File: src/rtl/pipelined_ripple_adder.sv
// pipelined_ripple_adder: N-bit ripple adder split into STAGES registered segments with valid/ready (ports: clk, rst, in_valid/in_ready/in1/in2/cin, out_valid/out_ready/sum/cout; ovf when PIPE_ADDER_OVF_EN is defined)
module pipelined_ripple_adder #(
  parameter int N = 32,
  parameter int STAGES = 4
) (
  input  logic         clk,
  input  logic         rst,
  input  logic         in_valid,
  output logic         in_ready,
  input  logic [N-1:0] in1,
  input  logic [N-1:0] in2,
  input  logic         cin,
  output logic         out_valid,
  input  logic         out_ready,
  output logic [N-1:0] sum,
  output logic         cout
`ifdef PIPE_ADDER_OVF_EN
  ,
  output logic         ovf
`endif
);
  localparam int W = N / STAGES;
  localparam int L = STAGES - 1;
  if (N < 1 || STAGES < 1 || STAGES > N || N % STAGES != 0) begin : g_bad
    $error("pipelined_ripple_adder: need N >= 1, 1 <= STAGES <= N, N %% STAGES == 0");
  end
  logic adv;
  logic [STAGES-1:0] v, c, pv, pc, co;
  logic [N-1:0] a [STAGES];
  logic [N-1:0] b [STAGES];
  logic [N-1:0] s [STAGES];
  logic [N-1:0] pa [STAGES];
  logic [N-1:0] pb [STAGES];
  logic [N-1:0] ps [STAGES];
  logic [N-1:0] ns [STAGES];
  assign adv = !v[L] || out_ready;
  assign pv = STAGES'({v, in_valid});
  assign pc = STAGES'({c, cin});
  for (genvar k = 0; k < STAGES; k++) begin : g_seg
    logic [W:0] seg;
    if (k == 0) begin : g_first
      assign pa[k] = in1;
      assign pb[k] = in2;
      assign ps[k] = '0;
    end else begin : g_rest
      assign pa[k] = a[k-1];
      assign pb[k] = b[k-1];
      assign ps[k] = s[k-1];
    end
    assign seg = {1'b0, pa[k][k*W +: W]} + {1'b0, pb[k][k*W +: W]} + (W+1)'(pc[k]);
    assign co[k] = seg[W];
    assign ns[k] = (ps[k] & ~(N'({W{1'b1}}) << (k*W))) | (N'(seg[W-1:0]) << (k*W));
  end
  always_ff @(posedge clk)
    if (rst) begin
      v <= '0;
      c <= '0;
      for (int i = 0; i < STAGES; i++) begin
        a[i] <= '0;
        b[i] <= '0;
        s[i] <= '0;
      end
    end else if (adv) begin
      v <= pv;
      c <= co;
      for (int i = 0; i < STAGES; i++) begin
        a[i] <= pa[i];
        b[i] <= pb[i];
        s[i] <= ns[i];
      end
    end
`ifdef PIPE_ADDER_OVF_EN
  logic ovn;
  // a^b^sum at the msb recovers the carry into bit N-1
  assign ovn = pa[L][N-1] ^ pb[L][N-1] ^ ns[L][N-1] ^ co[L];
  always_ff @(posedge clk)
    ovf <= rst ? 1'b0 : adv ? ovn : ovf;
`endif
  assign in_ready = adv;
  assign out_valid = v[L];
  assign sum = s[L];
  assign cout = c[L];
endmodule

File: config.mk
export PLATFORM = sky130hd
export DESIGN_NAME = pipelined_ripple_adder
export DESIGN_NICKNAME = d
export VERILOG_FILES = /design/src/rtl/pipelined_ripple_adder.sv
export SDC_FILE = /design/constraint.sdc
export NUM_CORES = 1
export LEC_CHECK = 0
export BUFFER_PORTS_ARGS = -buffer_cell sky130_fd_sc_hd__clkbuf_2
export CAP_MARGIN = 15
export CORE_AREA = 2 2 126 140
export CTS_CLUSTER_DIAMETER = 100
export CTS_CLUSTER_SIZE = 14
export DETAILED_ROUTE_END_ITERATION = 12
export DIE_AREA = 0 0 128 142
export GPL_TIMING_DRIVEN = 0
export PLACE_DENSITY_LB_ADDON = 0.12
export SYNTH_ARGS = -nofsm -noshare
export SYNTH_HDL_FRONTEND = slang
export SYNTH_SLANG_ARGS = --single-unit
export TNS_END_PERCENT = 1
File: constraint.sdc
create_clock -name clk -period 9.1 [get_ports clk]
set_input_delay 1.82 -clock clk [delete_from_list [all_inputs] [get_ports clk]]
set_output_delay 1.82 -clock clk [all_outputs]
set_load 0.01 [all_outputs]
---- Word-level counts from Yosys, hierarchy flattened ----
Memory sizes are Yosys's and may differ from the RTL's.
Cells that the tools add are included.
word-level totals
  flip-flop bits (word level) ............. 8
  latch bits .............................. 0
  memory bits (writable) .................. 384
  ROM bits ................................ 0
  input bits .............................. 69
  output and inout port bits .............. 35
  word-level logic and storage cells ...... 47
  memories kept ........................... 3
operators by class
  $add $sub $neg .......................... 8
  multiply operators ...................... 0
  divide/modulo/power cells ............... 0
  order comparisons ....................... 0
  equal/unequal tests ..................... 0
  shift operators ......................... 0
  muxes and demuxes ....................... 17
  bitwise operators ....................... 15
  reduce and logical (&&, ||, !) cells .... 2
memory list
  memory  words  width  read ports  clocked after Yosys merged registers in  wr ports  RTL line  source
  a       4      32     3           0                                        4         29        logic [N-1:0] a [STAGES];
  b       4      32     3           0                                        4         30        logic [N-1:0] b [STAGES];
  s       4      32     4           0                                        4         31        logic [N-1:0] s [STAGES];
operator list
  operator            count
  $mux W32            12
  $add A8 B8 Y9       4
  $add A9 B1 Y9       4
  $or A24 B32 Y32     1
  $or A32 B16 Y32     1
  $or A32 B24 Y32     1
  $or A1 B1 Y1        12
  $mux W1             5
  $logic_not A1 Y1    1
  $logic_or A1 B1 Y1  1

---- Logic depth before layout (Yosys ltp) ----
Gate-level depths: netlist of the first run.
  word-level depth ........................ 6
  depth in mapped cells ................... 7

---- Worst setup path after synthesis of the first run ----
Ideal clock, no wire load.
  kind .................................... in2reg
  start point ............................. input port rst
  end point ............................... memory a[0][10] (enable)
  library setup time ...................... 0.567 ns
  arrival time ............................ 6.510 ns
  setup slack ............................. 2.024 ns
  stages .................................. 3
  buffers on the path ..................... 2
  path through ............................ buf_2 clkbuf_1 nand2b_1
RTL lines
  item             RTL line  source
  start, declared  7         input logic rst,
  end, declared    29

---- Worst setup path in the final report of the first run ----
  start point ............................. input port out_ready
  end point ............................... output port in_ready
on the way
  cells in the longest elaborated chain, start to end .. 1
ends and longest elaborated chain
  item                RTL line  source
  start, declared     14        input logic out_ready,
  $logic_or A1 B1 Y1  36        assign adv = !v[L] || out_ready;
  end, declared       9         output logic in_ready,
Every way passes these cells.

==> qor.yml, run 1 <==
clocking:
  cts_tree: "done"
  h-tree-depth: 4
  postCtsSetupRepairBufs: 0
  clkTransAtPathRegs_ns: 0.06
  clockRootBuffer: "clkbuf_16"
  cts_buffer_depth: 2
  clkSinkCount: 184
  clock_latency_ns: 0.43
  cts_resized: 0
  cts_hold_buf: 0
  cts_buffers: 17
grt:
  antenna_found_initial: 0
  grt_pass1_wl_um: 23500
  first_global_vias: 4772
  overflow: 0
  grt_max_degree: 74
  grt_usage_pct: 17.4
synth:
  synth_top_area_share_pct: 64.5
  avgSynthCellArea_um2: 14.0
  async_reset_ff_share_pct: 0
  synthTopCellsByCount: "edfxtp_1, and2_1, ha_1"
  yosys_warnings: 0
  synthCells: 585
  synth.largest_area_cell: "edfxtp_1"
  ys_top_cells_by_area: "edfxtp_1, and2_1, ha_1"
  synth_enable_flop_cells: 176
  synth.distinct_cells: 48
  synth_area_um2: 8190
  ys.flop_type: "edfxtp_1"
  synthesis.nets: 690
  ys_seq_area_share_pct: 66.5
  synth-seq-cells: 184
  yosysMostFrequentCell: "edfxtp_1"
sta:
  min_period_ns: 4.43
  fin_crit_sh_pct: 48.7
  worst_pin_slew_ns: 0.652
  finalSetupViolations: 0
  rsz0062_at_grt: "false"
  fin_setup_tns_ns: 0
  skew_ns: 0.00552
  fmax_mhz: 226
  whs_ns: 0.452
  hold_viol: 0
  slew_viol_final: 0
  slew_headroom_pct: 56.5
placed_design:
  dp.cells: 898
  numPortBuffers: 103
  gp_congestion: 0.814
  hpwl_um: 10500
flow_run:
  cap_violations: 0
floorplan:
  fp.dieArea_um2: 18200
  dieWidth_um: 128
  core_um2: 16800
  rows: 50
  initial_utilization_pct: 48.9
  die_h_um: 142
  pin_count: 104
finish:
  areaGrowthSynthToFinish_pct: 17.6
  diodes: 0
  layout-drive-gt1-share_pct: 20.8
  nets: 814
  final_cells: 930
setup_path:
  reg2reg_depth: 6
  cp_max_fo: 10
  endpoint_kind: "primary output"
  crit_type: "in2out"
  cp-start-kind: "input pin"
  cp.arrival_ns: 2.61
  required_ns: 7.28
drt:
  drtIter0Drc: 314
  drc: 0
  drt_wl_total_um: 14900
  final_antenna_net_count: 0
  vias_per_cell: 5.22
  route.vias.total: 4857
  drt-wirelength-per-cell_um: 16.1
  dr.pass1.iters: 5
power:
  ir_drop_v: 0.000139
  p_leak_nw: 4.13
  power.total_w: 0.00189
  pwr_density_cell_nw_per_um2: 196
status:
  status: "finished, final reports clean"
hold_path:
  hold_depth: 2
  hold_path_class: "reg2reg"
==> cell families after synthesis <==
kind of cell | share of synthesized area (%)
compound gates | 6.49
xor+xnor | 0.855
fa+ha+maj | 6.23
buf+inv | 1.92
flops | 66.5
mux | 0.244
simple gates | 17.8
==> flip-flops by register name, summed over array words and instances, names as in the netlist <==
| signal | cells |
|---|---|
| v | 4 |
| s | 80 |
| c | 4 |
| a | 48 |
| b | 48 |
==> cell usage in the layout (no fill, tap or decap), drive strengths merged, types with 8 or more instances in the layout <==
| cell type | instances |
|---|---|
| nand2 | 18 |
| nor2 | 21 |
| clkbuf | 140 |
| edfxtp | 176 |
| o21ai | 14 |
| fa | 8 |
| ha | 28 |
| a21oi | 20 |
| and2 | 152 |
| buf | 9 |
| inv | 13 |
| dfxtp | 8 |
| o211ai | 9 |
==> power breakdown <==
group,switching (W),internal [W]
clock,0.000313,0.000434
sequential,0.0000147,0.000982
combinational,0.0000783,0.0000673
total,0.000406,0.00148
==> worst max-delay path: stages <==
cell      delay, ns
clkbuf_2       0.12
nor2b_4        0.11
buf_6          0.14
clkinv_2       0.06
buf_2          0.20
clkbuf_2       0.16
==> final timing paths <==
path	startpoint	end	slack, ns
max reg2reg	v[3]	b[0][18]	6.50
min	v[1]	v[1]	0.45
max	out_ready	in_ready	4.67
min reg2reg	v[1]	v[1]	0.45
==> per-stage QoR <==
step / util [%] / instance area [um2] / worst slack [ns]
floorplan: - / 8190 / 2.02
global placement: 53.5 / 8970 / 0.186
detailed placement: 53.9 / 9030 / 4.65
CTS: 57.4 / 9630 / 4.65
global route: 57.4 / 9630 / 4.63
finish: 57.4 / 9630 / 4.67
==> layout make-up <==
class,count,area (um2)
flip-flops and latches,184,5450
clock inverters,14,171
fillers,1367,7140
repair buffers,105,571
inverters,10,38.8
multi-input cells,365,2600
well taps,208,260
clock buffers,18,429
plain buffers,26,119
==> routing by layer <==
| layer | part of all wire (%) | global-route usage, % |
|---|---|---|
| met1 | 41 | 20.9 |
| met4 | 2.9 | 7.98 |
| met5 | 0 | 0 |
| met2 | 51 | 29.7 |
| met3 | 5.1 | 4.21 |
Power figures use the tool's default switching activity.
==> run 2: changes to the inputs <==
- clock period: 9.1 -> 4.08 ns (I/O delays scaled with it)
==> qor.yml, run 2 (synthesis gave the netlist of run 1 again) <==
sta:
  fmax_mhz: 343
  slew_viol_final: 0  # unchanged
  worst_pin_slew_ns: 0.636  # -0.0169 ns
  skew_ns: 0.00903  # +0.00352 ns
  fin_crit_sh_pct: 71.4
  hold_viol: 0  # unchanged
  whs_ns: 0.461  # +0.00913 ns
  rsz0062_at_grt: "false"
  min_period_ns: 2.91
  slew_headroom_pct: 57.6  # +1.1 points
  finalSetupViolations: 0  # unchanged
finish:
  final_cell_area_um2: 9640  # about the same
  largest_register_ffs: 80  # unchanged
  final_cell_mix: "edfxtp_1, and2_1, clkbuf_2"
  fill_cells: 1374  # +0.51%
  reg_top3: "s x80, a x48, b x48"
  areaGrowthSynthToFinish_pct: 17.7  # about the same
  nets: 814  # unchanged
  diodes: 0  # unchanged
  largest_register: "s"
  layout-drive-gt1-share_pct: 20.4  # -0.39 points
  final_common_cell: "edfxtp_1"
floorplan:
  pin_count: 104  # unchanged
  rows: 50  # unchanged
  initial_utilization_pct: 48.9  # unchanged
  fp.dieArea_um2: 18200  # unchanged
  die_h_um: 142  # unchanged
  dieWidth_um: 128  # unchanged
  core_um2: 16800  # unchanged
drt:
  route.vias.total: 4916  # +1.2%
  dr.pass1.iters: 4  # -1
  drc: 0  # unchanged
  drtIter0Drc: 370  # +18%
  vias_per_cell: 5.29  # +1.3%
  final_antenna_net_count: 0  # unchanged
  drt_wl_total_um: 15400  # +3.0%
  drt-wirelength-per-cell_um: 16.6  # +3.1%
setup_path:
  crit_type: "in2reg"
  max_stage_delay_ns: 0.62  # +0.42 ns
  cp.arrival_ns: 3.00  # +0.39 ns
  cp-start-kind: "input pin"
  crit_path_top_delay_cell: "nand2b_4"
  crit_family: "buffers and inverters"
  cp_max_fo: 74  # +64
  worstReg2RegStart: "v[3]"
  crit_chain: "clkbuf_2 > buf_2 > clkbuf_1 > nand2b_4 > buf_16 > buf_16"
  endpoint_kind: "register"
  cpMostUsedCell: "buf_16"
  crit_start: "rst"
  required_ns: 4.17  # -3.11 ns
  worst-path-buf-inv: 5  # unchanged
grt:
  overflow: 0  # unchanged
  first_global_vias: 4867  # +2.0%
  use_met3_pct: 4.74  # +0.53 points
  grt_use_met1_pct: 20.9  # -0.034 points
  use_met2_pct: 30.8  # +1.1 points
  antenna_found_initial: 0  # unchanged
  grt_max_degree: 75  # +1.4%
  grt_usage_pct: 17.8  # +0.41 points
  grt_pass1_wl_um: 24000  # +1.9%
  busiest_layer: "met2"
clocking:
  postCtsSetupRepairBufs: 0  # unchanged
  clkTransAtPathRegs_ns: 0.06  # about the same
  cts_resized: 0  # unchanged
  cts_tree: "done"
  h-tree-depth: 4  # unchanged
  cts_buffer_depth: 2  # unchanged
  cts_buffers: 17  # unchanged
  clockRootBuffer: "clkbuf_16"
  clock_latency_ns: 0.43  # about the same
  clkSinkCount: 184  # unchanged
  cts_hold_buf: 0  # unchanged
power:
  p_leak_nw: 4.15  # +0.37%
  ir_drop_v: 0.000309  # +120%
  pwr_density_cell_nw_per_um2: 440  # +120%
flow_run:
  cap_violations: 0  # unchanged
hold_path:
  hold_start: "v[1]"
  hold_path_class: "reg2reg"
placed_design:
  placed_cell_area_um2: 9030  # unchanged
  gp_congestion: 0.824  # +1.3%
  numPortBuffers: 103  # unchanged
  hpwl_um: 10600  # +0.93%
status:
  status: "finished, final reports clean"
-- run 2: changes by cell type in the layout (fill, tap and decap cells not counted) --
cell	change
clkinvlp_4	-4
clkinv_4	+3
inv_6	-3
clkinv_1	+2
bufinv_16	+1
-- run 2: final timing paths --
check	cells after the start	slack, ns	endpoint
setup / recovery	6	1.17	b[0][91]
hold / removal	2	0.46	v[1]
setup reg to reg	6	1.43	s[3][27]
hold reg to reg	2	0.46	v[1]
-- run 2: tightest hold or removal path, delay by kind of cell, from the launching register on --
| kind | cells | cell delay, ns |
|---|---|---|
| AND/OR/NAND/NOR | 1 | 0.05 |
| AO/OA/AOI/OAI | 1 | 0.05 |
| flip-flops | 1 | 0.31 |
-- run 2: routing by layer --
metal / up-vias / wire length [um]
met3: 39 / 620
met1: 2369 / 6490
met5: - / 0
li1: 2376 / -
met2: 132 / 7780
met4: 0 / 492
-- run 2: where the power goes --
part / switching [W] / internal, W / leakage, nW
registers: 0.0000333 / 0.00219 / 2.15
clock network: 0.000671 / 0.00102 / 0.293
logic: 0.000178 / 0.000150 / 1.70
total: 0.000881 / 0.00336 / 4.15
-- run 2: cell type report --
type / count / area [um2] / share of cell area, %
Sequential cell: 184 / 5450 / 56.5
Tap cell: 208 / 260 / 2.70
Timing Repair Buffer: 105 / 571 / 5.92
Clock buffer: 18 / 429 / 4.45
Buffer: 26 / 119 / 1.23
Multi-Input combinational cell: 365 / 2600 / 26.9
Inverter: 10 / 38.8 / 0.402
Clock inverter: 13 / 179 / 1.86
-- run 2: per-stage QoR --
stage / TNS (ns) / utilization (%) / worst slack (ns) / std cells / total power [W]
final: 0 / 57.5 / 1.17 / 929 / 0.00424
after global routing: 0 / 57.5 / 1.00 / 929 / 0.00440
after CTS: 0 / 57.5 / 1.14 / 929 / 0.00428
after detailed placement: 0 / 53.9 / 0.680 / 898 / 0.00259
after global placement: -193.99 / 53.5 / -1.11 / 896 / 0.00258
after floorplan: 0 / - / 0.0538 / 585 / 0.00246
==> run 3: changes to the inputs <==
- clock period: 4.08 -> 2.7 ns (I/O delays scaled with it)
==> qor.yml, run 3 (synthesis gave the netlist of run 1 again) <==
floorplan:
  fp.dieArea_um2: 18200  # unchanged
  rows: 50  # unchanged
  pin_count: 104  # unchanged
  dieWidth_um: 128  # unchanged
  initial_utilization_pct: 48.9  # unchanged
  die_h_um: 142  # unchanged
  core_um2: 16800  # unchanged
clocking:
  postCtsSetupRepairBufs: 0  # unchanged
  clockRootBuffer: "clkbuf_16"
  cts_resized: 0  # unchanged
  cts_hold_buf: 0  # unchanged
  cts_buffers: 17  # unchanged
  cts_buffer_depth: 2  # unchanged
  clkSinkCount: 184  # unchanged
  h-tree-depth: 4  # unchanged
  clock_latency_ns: 0.42  # about the same
  cts_tree: "done"
  clkTransAtPathRegs_ns: 0.07  # about the same
finish:
  largest_register_ffs: 80  # unchanged
  final_util_pct: 57.4  # -0.13 points
  final_common_cell: "edfxtp_1"
  areaGrowthSynthToFinish_pct: 17.4
  largest_register: "s"
  final_cell_mix: "edfxtp_1, and2_1, clkbuf_2"
  reg_top3: "s x80, a x48, b x48"
  diodes: 0  # unchanged
  nets: 814  # unchanged
  layout-drive-gt1-share_pct: 20.5  # +0.11 points
  final_cell_area_um2: 9620  # -0.23%
power:
  p_sw_w: 0.00134  # +52%
  cellInternalPower_w: 0.00498  # +48%
  p_comb_share_pct: 7.8  # about the same
  pwr-share-clk_pct: 39.1  # -0.7 points
  switching_share_pct: 21.2  # +0.37 points
  ir_drop_v: 0.000416  # +35%
  p_leak_nw: 4.15  # about the same
  pwr_density_cell_nw_per_um2: 657  # +49%
  pwr-share-seq_pct: 53.1  # +0.7 points
sta:
  fin_crit_sh_pct: 89.7
  worst_pin_slew_ns: 0.868  # +0.233 ns
  skew_ns: 0.0102  # +0.00112 ns
  fmax_mhz: 413
  min_period_ns: 2.42
  slew_headroom_pct: 42.1  # -16 points
  hold_viol: 0  # unchanged
  fin_setup_tns_ns: 0  # unchanged
  finalSetupViolations: 0  # unchanged
  rsz0062_at_grt: "false"
  slew_viol_final: 0  # unchanged
setup_path:
  max_stage_delay_ns: 0.59  # -0.03 ns
  cp.arrival_ns: 2.57  # -0.43 ns
  required_ns: 2.85  # -1.32 ns
  cp_max_fo: 64  # -14%
  cp-start-kind: "register"
  endpoint_kind: "register"
  crit_type: "reg2reg"
  crit_path_top_delay_cell: "nand2b_4"
  crit_chain: "nor2b_4 > buf_6 > clkbuf_1 > nand2b_4 > buf_16"
grt:
  use_met3_pct: 3.91  # -0.83 points
  antenna_found_initial: 0  # unchanged
  first_global_vias: 4814  # -1.1%
  busiest_layer: "met2"
  grt_max_degree: 65  # -13%
  overflow: 0  # unchanged
  grt_usage_pct: 17.5  # -0.29 points
  grt_pass1_wl_um: 23800  # -0.83%
  grt_use_met1_pct: 20.8  # -0.049 points
  use_met2_pct: 29.8  # -0.99 points
drt:
  drtIter0Drc: 317  # -14%
  drt-wirelength-per-cell_um: 16.2  # -2.0%
  final_antenna_net_count: 0  # unchanged
  vias_per_cell: 5.23  # -1.2%
  dr.pass1.iters: 4  # unchanged
  drt_wl_total_um: 15100  # -1.9%
  route.vias.total: 4864  # -1.1%
  drc: 0  # unchanged
flow_run:
  cap_violations: 0  # unchanged
placed_design:
  gp_congestion: 0.834  # +1.1%
  numPortBuffers: 103  # unchanged
  placed_cell_area_um2: 9030  # about the same
  hpwl_um: 10500  # -1.6%
status:
  status: "finished, final reports clean"
hold_path:
  hold_path_class: "in2reg"
## run 3: routing by layer
| layer | vias up | wire length [um] |
|---|---|---|
| li1 | 2388 | - |
| met3 | 33 | 798 |
| met1 | 2327 | 6070 |
| met4 | 0 | 495 |
| met2 | 116 | 7740 |
| met5 | - | 0 |
## run 3: layout make-up
| cell class | count | area (um2) |
|---|---|---|
| clock buffer | 18 | 429 |
| inverter | 10 | 38.8 |
| clock inverter | 14 | 155 |
| fill | 1382 | 7150 |
| buffer | 26 | 120 |
| multi-input combinational | 365 | 2600 |
| tap | 208 | 260 |
| sequential | 184 | 5450 |
| timing repair buffer | 105 | 571 |
## run 3: path summary, 6_finish.rpt
| path | start | end | slack (ns) | cells after the start |
|---|---|---|---|---|
| worst min-delay path | in_valid | v[0] | 0.38 | 3 |
| worst min register to register | v[2] | v[2] | 0.47 | 2 |
| worst max register to register | v[3] | b[0][52] | 0.28 | 5 |
| worst max-delay path | v[3] | b[0][52] | 0.28 | 5 |
## run 3: per-stage QoR
stage	setup slack [ns]	instances	hold slack (ns)	power (W)
finish	0.278	930	0.375	0.00632
global route	0.120	930	0.371	0.00657
floorplan	0.0925	585	0.432	0.00372
CTS	0.233	930	0.356	0.00638
detailed placement	-0.0480	898	0.454	0.00392
global placement	-0.735	896	0.439	0.00389
## run 3: critical path: cells and delay by family (launching register included)
family | cells | cell delay (ns)
buffers and inverters | 3 | 1.05
flip-flops | 1 | 0.33
AND/OR/NAND/NOR | 2 | 0.73
## run 3: power by group through the flow
| stage | logic [W] | clock network, W | registers [W] |
|---|---|---|---|
| global placement | 0.000475 | 0 | 0.00342 |
| floorplan | 0.000305 | 0 | 0.00342 |
| finish | 0.000490 | 0.00247 | 0.00336 |
| global route | 0.000553 | 0.00264 | 0.00338 |
| detailed placement | 0.000494 | 0 | 0.00342 |
| CTS | 0.000497 | 0.00252 | 0.00336 |
